## config.mk

```make
export PLATFORM = sky130hd
export DESIGN_NAME = tick_timer_scheduler
export DESIGN_NICKNAME = d
export VERILOG_FILES = /design/src/rtl/tick_sched_pkg.sv /design/src/rtl/rr_arbiter.sv /design/src/rtl/tick_timer_scheduler.sv
export SDC_FILE = /design/constraint.sdc
export NUM_CORES = 1
export LEC_CHECK = 0
export BUFFER_PORTS_ARGS = -buffer_cell sky130_fd_sc_hd__buf_2
export CAP_MARGIN = 40
export CORE_ASPECT_RATIO = 1.25
export CORE_MARGIN = 3
export CORE_UTILIZATION = 52
export DETAILED_ROUTE_END_ITERATION = 16
export PLACE_DENSITY = 0.81
export SKIP_LAST_GASP = 1
export SLEW_MARGIN = 10
export SYNTH_ARGS = -nofsm -noshare
export SYNTH_HDL_FRONTEND = slang
export SYNTH_SLANG_ARGS = --single-unit
export TNS_END_PERCENT = 50
```

## constraint.sdc

```tcl
create_clock -name CLK -period 3.73 [get_ports CLK]
set_input_delay 0.1865 -clock CLK [delete_from_list [all_inputs] [get_ports CLK]]
set_output_delay 0.1865 -clock CLK [all_outputs]
set_load 0.01 [all_outputs]
```

## src/rtl/tick_sched_pkg.sv

```systemverilog
// Shared types and helpers for the tick-driven timer scheduler.
// Holds the FSM state encoding and the round-robin search used by the arbiter.
package tick_sched_pkg;

  typedef enum logic [1:0] {
    IDLE = 2'd0,
    RUN  = 2'd1,
    FIN  = 2'd2
  } state_e;

  localparam int MAX_NREQ = 8;
  localparam int PTR_W    = 3;

  // First set request at or above ptr, wrapping at nreq; 0 when nothing is set.
  function automatic int rr_first_idx(input logic [MAX_NREQ-1:0] req,
                                      input int ptr,
                                      input int nreq);
    int   idx;
    int   j;
    logic found;
    idx   = 0;
    found = 1'b0;
    for (int k = 0; k < MAX_NREQ; k++) begin
      j = (ptr + k) % nreq;
      if ((k < nreq) && !found && req[j]) begin
        idx   = j;
        found = 1'b1;
      end else begin
        found = found;
      end
    end
    return idx;
  endfunction

endpackage

```

## src/rtl/rr_arbiter.sv

```systemverilog
// Combinational round-robin arbiter: one-hot grant of the first request
// found searching upward from ptr_i with wrap-around.
module rr_arbiter
  import tick_sched_pkg::*;
#(
  parameter int NREQ = 4,
  parameter int IDXW = 2
) (
  input  logic [NREQ-1:0] req_i,
  input  logic [IDXW-1:0] ptr_i,
  output logic [NREQ-1:0] gnt_o,
  output logic [IDXW-1:0] idx_o,
  output logic            valid_o
);

  logic [MAX_NREQ-1:0] req_ext;

  // Search the widened request vector and build the one-hot grant.
  always_comb begin
    req_ext             = '0;
    req_ext[NREQ-1:0]   = req_i;
    idx_o               = IDXW'(rr_first_idx(req_ext, int'(ptr_i), NREQ));
    valid_o             = |req_i;
    gnt_o               = '0;
    if (valid_o) begin
      gnt_o[idx_o] = 1'b1;
    end else begin
      gnt_o = '0;
    end
  end

endmodule

```

## src/rtl/tick_timer_scheduler.sv

```systemverilog
// Shares one tick-driven down-counter between NREQ requesters, granting them
// round-robin and pulsing DONE to the owner when its duration expires.
module tick_timer_scheduler
  import tick_sched_pkg::*;
#(
  parameter int NREQ = 4,
  parameter int DW   = 8,
  parameter int IDXW = 2
) (
  input  logic               CLK,
  input  logic               RST,
  input  logic               TICK,
  input  logic [NREQ-1:0]    REQ,
  input  logic [NREQ*DW-1:0] DURATION,
  output logic [NREQ-1:0]    GRANT,
  output logic [NREQ-1:0]    DONE,
  output logic               BUSY,
  output logic [DW-1:0]      REMAIN
);

  state_e            state_q, state_d;
  logic [IDXW-1:0]   owner_q, owner_d;
  logic [IDXW-1:0]   ptr_q, ptr_d;
  logic [NREQ-1:0]   grant_q, grant_d;
  logic [NREQ-1:0]   done_q, done_d;
  logic              busy_q, busy_d;
  logic [DW-1:0]     remain_q, remain_d;

  logic [NREQ-1:0]   arb_gnt;
  logic [IDXW-1:0]   arb_idx;
  logic              arb_valid;
  logic [IDXW-1:0]   owner_inc;

  rr_arbiter #(.NREQ(NREQ), .IDXW(IDXW)) u_arb (
    .req_i   (REQ),
    .ptr_i   (ptr_q),
    .gnt_o   (arb_gnt),
    .idx_o   (arb_idx),
    .valid_o (arb_valid)
  );

  assign owner_inc = (owner_q == IDXW'(NREQ - 1)) ? '0 : owner_q + IDXW'(1);

  // Next-state and registered-output logic.
  always_comb begin
    state_d  = state_q;
    owner_d  = owner_q;
    ptr_d    = ptr_q;
    grant_d  = grant_q;
    done_d   = '0;
    busy_d   = busy_q;
    remain_d = remain_q;
    case (state_q)
      IDLE: begin
        // A TICK here is deliberately not counted; the duration loads unchanged.
        if (arb_valid) begin
          state_d  = RUN;
          owner_d  = arb_idx;
          grant_d  = arb_gnt;
          busy_d   = 1'b1;
          remain_d = DURATION[int'(arb_idx)*DW +: DW];
        end else begin
          state_d = IDLE;
        end
      end
      RUN: begin
        // Cancel outranks completion, so a drop on the final tick yields no DONE.
        if (!REQ[owner_q]) begin
          state_d  = IDLE;
          grant_d  = '0;
          busy_d   = 1'b0;
          remain_d = '0;
          ptr_d    = owner_inc;
        end else if (remain_q == '0) begin
          state_d  = FIN;
          done_d   = grant_q;
          grant_d  = '0;
          busy_d   = 1'b0;
        end else if (TICK && (remain_q == DW'(1))) begin
          state_d  = FIN;
          done_d   = grant_q;
          grant_d  = '0;
          busy_d   = 1'b0;
          remain_d = '0;
        end else if (TICK) begin
          remain_d = remain_q - DW'(1);
        end else begin
          state_d = RUN;
        end
      end
      FIN: begin
        state_d  = IDLE;
        ptr_d    = owner_inc;
        grant_d  = '0;
        busy_d   = 1'b0;
        remain_d = '0;
      end
      default: begin
        state_d  = IDLE;
        grant_d  = '0;
        busy_d   = 1'b0;
        remain_d = '0;
      end
    endcase
  end

  // State and output registers with synchronous reset.
  always_ff @(posedge CLK) begin
    if (RST) begin
      state_q  <= IDLE;
      owner_q  <= '0;
      ptr_q    <= '0;
      grant_q  <= '0;
      done_q   <= '0;
      busy_q   <= 1'b0;
      remain_q <= '0;
    end else begin
      state_q  <= state_d;
      owner_q  <= owner_d;
      ptr_q    <= ptr_d;
      grant_q  <= grant_d;
      done_q   <= done_d;
      busy_q   <= busy_d;
      remain_q <= remain_d;
    end
  end

  assign GRANT  = grant_q;
  assign DONE   = done_q;
  assign BUSY   = busy_q;
  assign REMAIN = remain_q;

endmodule

```

==> run summary <==
clock share of power - 13.7%
share of the synthesized area in the top cell type - 31.9%
Slew @ Worst Pin - 0.559 ns
DRC violations left - 0
# diodes - 0
CTS resizes - 0
Multi-input gate area - 950 um2
Starting Density - 56.6%
worst hold path type - in2reg
root buffer cell - clkbuf_4
worst setup margin - 1.33 ns
Syn Inst Count - 161
Synth Area per Inst - 8.98 um2
ranking of synthesized cells by area - dfxtp_1 32%, mux2i_1 17%, nor2_1 4.4%
CP endpoint kind - flop
largest area contributor in the netlist - dfxtp_1
worst r2r path cells - 8
RR Startpoint - REMAIN[1]
TNS Setup - 0 ns
Routed Antenna Nets - 0
post-CTS setup buffers - 0
dpl hpwl - 2960 um
WHS Path Cells - 2
vias per cell - 5.72
Num Clock Sinks - 23
pre-CTS WS - 1.40 ns
net switching fraction of the power - 39.2%
Critical Path AT - 2.61 ns
CP Class - reg2reg
fmax - 417 MHz
Rel. slew slack - 62.7%
num ports - 56
die height - 64.9 um
Slew Viols, Final - 0
status - completed
RSZ-0062 raised after global routing - no
crit path from - REMAIN[1]
DR iter-0 viols - 47
Netlist cell types - 41
Setup Skew - 0.00624 ns
DRT Pass-1 Iters - 4
final core occ - 70.2%
GPL Wtd Cong - 0.825
IO buf count - 55
initial antenna violation count - 0
GRT Util Overall - 23.3%
CTS tree - done
via count of the routed design - 1436
power per cell area - 470 nW/um2
Finish-stage setup viols - 0
H-tree levels - 1
Die W - 53.2 um
clk buf depth - 2
Hold Crit Start - RST
Comb pwr share - 45.9%
Switch Pwr - 0.330 mW
Post-synth ARST share - 0%
die area - 3450 um2
Synth Net Count - 203
Clock transition at path regs - 0.13 ns
sequential cell area fraction in the yosys report - 31.9%
Syn Std Cell Area - 1450 um2
Post-Route WL - 3660 um
hold buffers post-CTS - 0
fin nets - 261
first-pass GRT wire length - 6200 um
# fillers - 238
Reg2Reg Setup Slack - 1.33 ns
P_leak - 0.827 nW
fin crit share - 64.2%
largest net degree at the start of global routing - 19
Main synth FF type - dfxtp_1
global route overflow - 0
total power - 0.841 mW
Power Internal - 0.511 mW
min Tclk post-route - 2.40 ns
Worst-Skew Late Latency - 0.31 ns
share of post-route cells with drive strength above 1 - 33.5%
synth warn - 0
crit path launch type - flop
WP data required - 3.95 ns
vias in the first global route - 1424
FF+latch area - 460 um2
sequential share of power - 40.4%
Final Hold Fails - 0
Area growth syn-to-layout - 24.0%
VDD IR max - 349 uV
total CTS buffers - 3
EDFF count, synth - 0
total of max-cap violations - 0
row count - 20
#FFs+latches synth - 23
CP max FO - 8
drt wl/cell - 14.6 um
core region area - 2550 um2
## synthesized netlist by cell type, types with 2 or more instances
master and n:
or3_1 2, mux2i_1 24, a221o_1 3, or4_1 2
nor2b_1 2, o32a_1 2, o21a_1 3, a21oi_1 12
ha_1 3, nand2b_1 3, inv_1 5, clkbuf_1 3
mux2_2 4, dfxtp_1 23, or3b_2 2, nor4_1 3
a22oi_1 2, a211o_1 3, nor3_1 4, or4_4 2
nor2_1 17, and2_1 5, o21ai_0 2, a311oi_1 2
o31ai_1 2, nand2_1 11
## through the flow
stage,instance area (um2),instances,hold slack [ns]
CTS,1790,251,0.215
finish,1790,251,0.227
detailed placement,1760,247,0.454
global route,1790,251,0.238
global placement,1750,246,0.456
floorplan,1450,161,0.481
## power by group through the flow
| stage | clock network, mW | logic [mW] | registers, mW |
|---|---|---|---|
| floorplan | 0 | 0.261 | 0.347 |
| global placement | 0 | 0.369 | 0.340 |
| detailed placement | 0 | 0.385 | 0.343 |
| CTS | 0.119 | 0.387 | 0.338 |
| global route | 0.127 | 0.429 | 0.346 |
| finish | 0.115 | 0.386 | 0.340 |
## final cells by class
class / instances / area share, %
Clock buffer: 3 / 1.26
Clock inverter: 1 / 0.279
Multi-Input combinational cell: 129 / 53.0
Inverter: 5 / 1.05
Sequential cell: 23 / 25.7
Timing Repair Buffer: 57 / 16.4
Tap cell: 33 / 2.30
## flip-flops by register name, indices dropped and copies added (netlist names)
name and cells:
BUSY 1, DONE 4, GRANT 4, REMAIN 8
owner_q 2, ptr_q 2, state_q 2
## kinds of logic after synthesis
group / Yosys count / synth area share (%)
AND/OR/NAND/NOR: 60 / 23.6
AO/OA/AOI/OAI: 38 / 19.7
multiplexers: 28 / 19.7
flip-flops: 23 / 31.9
buffers and inverters: 9 / 2.42
adder cells (fa/ha/maj): 3 / 2.60
## path summary, 6_finish.rpt
path,endpoint
hold reg to reg,BUSY
hold / removal,ptr_q[1]
setup reg to reg,REMAIN[3]
setup / recovery,REMAIN[3]
## worst max-delay path: stages (launching register included)
cell	delay, ns
dfxtp_1	0.37
inv_1	0.10
ha_1	0.23
or3b_2	0.52
o21ai_0	0.23
a21boi_2	0.16
nand2_1	0.22
nor2_1	0.14
a221o_1	0.32
## routing by layer
layer | GRT usage, % | part of all wire (%)
met3 | 3.68 | 5.9
met1 | 26.0 | 40
met2 | 43.3 | 53
met5 | 0 | 0
met4 | 7.03 | 1.5
## layout by cell type (no fill, tap or decap), types with 3 or more instances in the layout
| cell | instances |
|---|---|
| nor2_1 | 17 |
| a211o_1 | 3 |
| nor3_1 | 4 |
| nand2b_1 | 3 |
| a221o_1 | 3 |
| o21a_1 | 3 |
| nand2_1 | 11 |
| a21oi_1 | 12 |
| mux2i_1 | 24 |
| and2_1 | 5 |
| nor4_1 | 3 |
| inv_1 | 5 |
| mux2_2 | 4 |
| clkbuf_4 | 3 |
| dfxtp_1 | 23 |
| buf_2 | 55 |
| ha_1 | 3 |
Power figures use the tool's default switching activity.
